<file path="src/rtl/wb_pkg.sv">
// wb_pkg: shared FSM state encoding, error read-data constant and select-width helper for the Wishbone decoder
package wb_pkg;
  typedef enum logic [1:0] {IDLE = 2'd0, ACTIVE = 2'd1, RESP = 2'd2, HOLD = 2'd3} state_t;
  localparam logic [63:0] ERR_DATA = '1;
  function automatic int sel_w(input int n);
    return (n <= 2) ? 1 : $clog2(n);
  endfunction
endpackage

</file>
<file path="src/rtl/wb_timeout.sv">
// wb_timeout: reusable ack-timeout counter; load clears, enable counts, expired flags TIMEOUT-1 reached
module wb_timeout #(
  parameter int TIMEOUT = 16
) (
  input  logic clk,
  input  logic rst_n,
  input  logic load,
  input  logic enable,
  output logic expired
);
  logic [7:0] cnt;
  always_ff @(posedge clk or negedge rst_n)
    if (!rst_n) cnt <= '0;
    else if (load) cnt <= '0;
    else if (enable) cnt <= cnt + 8'd1;
  assign expired = cnt == 8'(TIMEOUT - 1);
endmodule

</file>
<file path="src/rtl/wb_slave_decoder.sv">
// wb_slave_decoder: Wishbone master port (wb_*) fanned out to NUM_SLAVES one-hot slave ports (wbs_*) with timeout, unmapped-error and err_count/err_irq reporting
module wb_slave_decoder
  import wb_pkg::*;
#(
  parameter int NUM_SLAVES = 2,
  parameter int SLAVE_AW   = 4,
  parameter int DW         = 8,
  parameter int TIMEOUT    = 16,
  localparam int SEL_W     = sel_w(NUM_SLAVES)
) (
  input  logic                     wb_clk_i,
  input  logic                     wb_rst_n,
  input  logic                     wb_cyc_i,
  input  logic                     wb_stb_i,
  input  logic                     wb_we_i,
  input  logic [SEL_W+SLAVE_AW-1:0] wb_adr_i,
  input  logic [DW-1:0]            wb_dat_i,
  output logic [DW-1:0]            wb_dat_o,
  output logic                     wb_ack_o,
  output logic                     wb_err_o,
  output logic [NUM_SLAVES-1:0]    wbs_cyc_o,
  output logic [NUM_SLAVES-1:0]    wbs_stb_o,
  output logic                     wbs_we_o,
  output logic [SLAVE_AW-1:0]      wbs_adr_o,
  output logic [DW-1:0]            wbs_dat_o,
  input  logic [NUM_SLAVES*DW-1:0] wbs_dat_i,
  input  logic [NUM_SLAVES-1:0]    wbs_ack_i,
  output logic [7:0]               err_count,
  output logic                     err_irq
);
  state_t state;
  logic [SEL_W-1:0] idx, req_idx;
  logic [NUM_SLAVES-1:0] oh;
  logic sel_ack, hit, clr, req, expired;
  logic [DW-1:0] sel_dat;
  logic [7:0] cnt_inc;
  assign req_idx = wb_adr_i[SEL_W+SLAVE_AW-1 -: SEL_W];
  assign req = wb_cyc_i && wb_stb_i;
  assign hit = int'(req_idx) < NUM_SLAVES;
  // the first unused index doubles as a write-only "clear error counter" register at offset 0
  assign clr = (NUM_SLAVES < (1 << SEL_W)) && int'(req_idx) == NUM_SLAVES && wb_we_i && wb_adr_i[SLAVE_AW-1:0] == '0;
  assign cnt_inc = err_count == 8'hFF ? 8'hFF : err_count + 8'd1;
  always_comb begin
    oh = '0;
    sel_ack = 1'b0;
    sel_dat = '0;
    for (int i = 0; i < NUM_SLAVES; i++) begin
      oh[i] = req_idx == SEL_W'(i);
      sel_ack = idx == SEL_W'(i) ? wbs_ack_i[i] : sel_ack;
      sel_dat = idx == SEL_W'(i) ? wbs_dat_i[i*DW +: DW] : sel_dat;
    end
  end
  wb_timeout #(.TIMEOUT(TIMEOUT)) u_timeout (
    .clk(wb_clk_i),
    .rst_n(wb_rst_n),
    .load(state == IDLE && req && hit),
    .enable(state == ACTIVE),
    .expired(expired)
  );
  always_ff @(posedge wb_clk_i or negedge wb_rst_n)
    if (!wb_rst_n) begin
      state <= IDLE;
      idx <= '0;
      wbs_we_o <= 1'b0;
      wbs_adr_o <= '0;
      wbs_dat_o <= '0;
      wbs_cyc_o <= '0;
      wbs_stb_o <= '0;
      wb_ack_o <= 1'b0;
      wb_err_o <= 1'b0;
      wb_dat_o <= '0;
      err_count <= '0;
      err_irq <= 1'b0;
    end else begin
      wb_ack_o <= 1'b0;
      wb_err_o <= 1'b0;
      case (state)
        IDLE:
          if (req) begin
            idx <= req_idx;
            wbs_we_o <= wb_we_i;
            wbs_adr_o <= wb_adr_i[SLAVE_AW-1:0];
            wbs_dat_o <= wb_dat_i;
            if (hit) begin
              state <= ACTIVE;
              wbs_cyc_o <= oh;
              wbs_stb_o <= oh;
            end else if (clr) begin
              state <= RESP;
              wb_ack_o <= 1'b1;
              err_count <= '0;
              err_irq <= 1'b0;
            end else begin
              state <= RESP;
              wb_err_o <= 1'b1;
              wb_dat_o <= ERR_DATA[DW-1:0];
              err_count <= cnt_inc;
              err_irq <= 1'b1;
            end
          end
        ACTIVE:
          if (!wb_cyc_i) begin
            state <= IDLE;
            wbs_cyc_o <= '0;
            wbs_stb_o <= '0;
          end else if (sel_ack) begin
            state <= RESP;
            wb_ack_o <= 1'b1;
            wb_dat_o <= sel_dat;
            wbs_cyc_o <= '0;
            wbs_stb_o <= '0;
          end else if (expired) begin
            state <= RESP;
            wb_err_o <= 1'b1;
            wb_dat_o <= ERR_DATA[DW-1:0];
            err_count <= cnt_inc;
            err_irq <= 1'b1;
            wbs_cyc_o <= '0;
            wbs_stb_o <= '0;
          end
        RESP: state <= HOLD;
        HOLD: state <= wb_stb_i ? HOLD : IDLE;
        default: state <= IDLE;
      endcase
    end
endmodule
</file>
<file path="config.mk">
export PLATFORM = sky130hd
export DESIGN_NAME = wb_slave_decoder
export DESIGN_NICKNAME = d
export VERILOG_FILES = /design/src/rtl/wb_pkg.sv /design/src/rtl/wb_timeout.sv /design/src/rtl/wb_slave_decoder.sv
export SDC_FILE = /design/constraint.sdc
export NUM_CORES = 1
export LEC_CHECK = 0
export ABC_AREA = 1
export ABC_CLOCK_PERIOD_IN_PS = 1900
export BUFFER_PORTS_ARGS = -buffer_cell sky130_fd_sc_hd__buf_2
export CELL_PAD_IN_SITES_DETAIL_PLACEMENT = 0
export CELL_PAD_IN_SITES_GLOBAL_PLACEMENT = 2
export CORE_MARGIN = 4
export CORE_UTILIZATION = 30
export CTS_BUF_LIST = sky130_fd_sc_hd__clkbuf_4
export DETAILED_ROUTE_END_ITERATION = 8
export GPL_ROUTABILITY_DRIVEN = 0
export PLACE_DENSITY = 0.94
export SYNTH_ARGS = -nofsm -noshare
export SYNTH_HDL_FRONTEND = slang
export SYNTH_SLANG_ARGS = --single-unit
</file>
<file path="constraint.sdc">
create_clock -name wb_clk_i -period 1.9 [get_ports wb_clk_i]
set_input_delay 0.19 -clock wb_clk_i [delete_from_list [all_inputs] [get_ports wb_clk_i]]
set_output_delay 0.19 -clock wb_clk_i [all_outputs]
set_load 0.03 [all_outputs]
</file>
==> results.cfg <==
[status]
status = finished clean

[global_routing]
grtUsageTotal_pct = 12.5
grt_start_max_net_pins = 46
grt_first_pass_wirelength_microns = 9900
grt_antenna_before_repair = 0
grt-ovfl-total = 0
grt_pass1_vias = 2044

[route]
drt_iter0_drc = 112
num_vias = 2178
ant_nets = 0
wl_per_cell_microns = 11.6
drt_pass1_iterations = 4
avgViaCountPerCell = 4.45
drc = 0
drt_wl_total_microns = 5650

[logic_synthesis]
synth.avg_cell_area_sq_um = 7.84
ys_ff_latch = 45
yosysTopAreaCellShare_pct = 47.7
ys_warn_count = 0
syn_nets = 339
synth_area_sq_mm = 0.00236
synth.distinct_cells = 26
ys_seq_area_share_pct = 47.7
synthTopCellsByArea = dfrtp_1 (48%), nand2_1 (21%), nand3_1 (7.0%)
yosysTopAreaCell = dfrtp_1
synth_cells = 301

[sta]
whs_ps = 22.6
worst_pin_slew_ps = 562
fmax_mhz = 656
slew_headroom_pct = 62.5
finalCritPeriodShare_pct = 80.2
final_hold_viol_count = 0
period_needed_ps = 1520
tns_ps = 0
slew_viol_final = 0
rsz0062_at_grt = no
fin_worst_skew_ps = 20.3
setup-violations-final = 0

[pwr]
ir_drop_uv = 637
leakage_nw = 1.63
power-per-cell-area_mw_per_mm2 = 1340

[floorplanning]
initial_utilization_pct = 30.7
core_area_sq_mm = 0.00769
io_pins = 72
fp-row-count = 32
die_x_microns = 96.7
dieArea_sq_mm = 0.00934
die_y_microns = 96.7

[placement]
dp_cells = 469
io_buffers = 71
hpwl_microns = 4170

[final_layout]
final_util_pct = 38.7
areaGrowthSynthToFinish_pct = 26.1
final_cell_mix = nand2_1 (135), buf_2 (71), dfrtp_1 (45)
layout_commonest_cell = nand2_1
drive_gt1_share_pct = 28.9
antenna_cells = 0
instances_no_fill = 489
nets = 424

[clock_network]
cts_buffer_depth = 2
numClockSinks = 45
insertion_delay_ps = 370
numCtsBuffers = 5
cts_root_buffer = clkbuf_4
post_cts_resized = 0
cts_tree = built
htreeDepth = 2
clk_pin_slew_ps = 150

[worst_setup_path]
cp-end-kind = flop
timing_worst_setup_path_type = flop to flop
critical_path.max_fanout = 12
cp-start-kind = flop
critical_path_required_ps = 2170
cp.arrival_ps = 1790

[hold_path]
min_path_type = input port to flop

[run]
cap_violations = 0
## timing repair
item	in CTS	in global routing
setup buffers	0	0
hold buffers	12	0
endpoints found under the hold margin	56	0
## flip-flops by register name, indices dropped and copies added (netlist names), 2 cells and up
register	cells
u_timeout.cnt	8
err_count	8
wbs_dat_o	8
state	2
wb_dat_o	8
wbs_adr_o	4
wbs_stb_o	2
## report_power, final
| part | leakage (nW) | switching [mW] | total [mW] | internal (mW) |
|---|---|---|---|---|
| logic | 1.02 | 1.37 | 1.95 | 0.583 |
| registers | 0.577 | 0.257 | 1.55 | 1.29 |
| clock network | 0.0318 | 0.331 | 0.483 | 0.151 |
| total | 1.63 | 1.96 | 3.98 | 2.02 |
## final timing paths
| kind | startpoint | to | slack (ps) | cells past startpoint |
|---|---|---|---|---|
| worst max-delay path | idx | err_count[0] | 380 | 7 |
| worst min-delay path | wb_adr_i[3] | wbs_adr_o[3] | 20 | 3 |
| worst max register to register | idx | err_count[0] | 380 | 7 |
| worst min register to register | err_irq | err_irq | 480 | 2 |
| max in group asynchronous | wb_rst_n | wb_err_o | 1090 | 3 |
| min in group asynchronous | wb_rst_n | wbs_dat_o[3] | 420 | 3 |
## worst max-delay path, cell delays in order, from the launching register on
cell and delay (ps):
dfrtp_1 590, inv_4 120, nand2_2 100, nand2_4 110
nor2_4 130, nand3_2 210, nand2_1 120, nand2_1 50
## per-layer routing
layer	track usage, %	up-vias	part of all wire [%]
met2	19.7	57	45
li1	-	1114	-
met1	17.8	999	49
met3	2.67	8	4.5
met4	2.59	0	0.90
met5	0	-	0
## final cells by class
class                           instances  area (sq um)
Tap cell                              102           128
Clock buffer                            5          37.5
Inverter                               26           100
Sequential cell                        45          1130
Fill cell                             797          4710
Timing Repair Buffer                   85           490
Clock inverter                          3          25.0
Multi-Input combinational cell        223          1070
## per-stage QoR
| step | cell area (sq um) | worst slack [ps] | power (mW) |
|---|---|---|---|
| 3_5_place_dp | 2790 | 380 | 3.53 |
| 3_3_place_gp | 2790 | 389 | 3.51 |
| 4_1_cts | 2970 | 374 | 4.05 |
| 2_1_floorplan | 2360 | 489 | 3.04 |
| 6_report | 2970 | 377 | 3.98 |
| 5_1_grt | 2970 | 193 | 4.33 |
## Yosys cell counts
master and number:
a21oi_1 3, buf_2 1, buf_4 2, buf_6 4
dfrtp_1 45, ha_1 2, inv_1 19, inv_2 6
inv_4 1, nand2_1 135, nand2_2 4, nand2_4 4
nand3_1 33, nand3_2 4, nand4_4 1, nor2_1 12
nor2_2 4, nor2_4 3, nor2_8 1, nor3_1 2
nor3_2 1, o21ai_0 9, o21ai_1 2, o22ai_2 1
or2_0 1, or2_2 1
## cell families after synthesis
group | count (synthesis) | share of synthesized area (%)
adders and majority gates | 2 | 1.06
buffers and inverters | 33 | 7.00
AOI/OAI and AO/OA | 15 | 3.50
DFF | 45 | 47.7
and+or+nand+nor | 206 | 40.7
(Power assumes the default switching activity.)
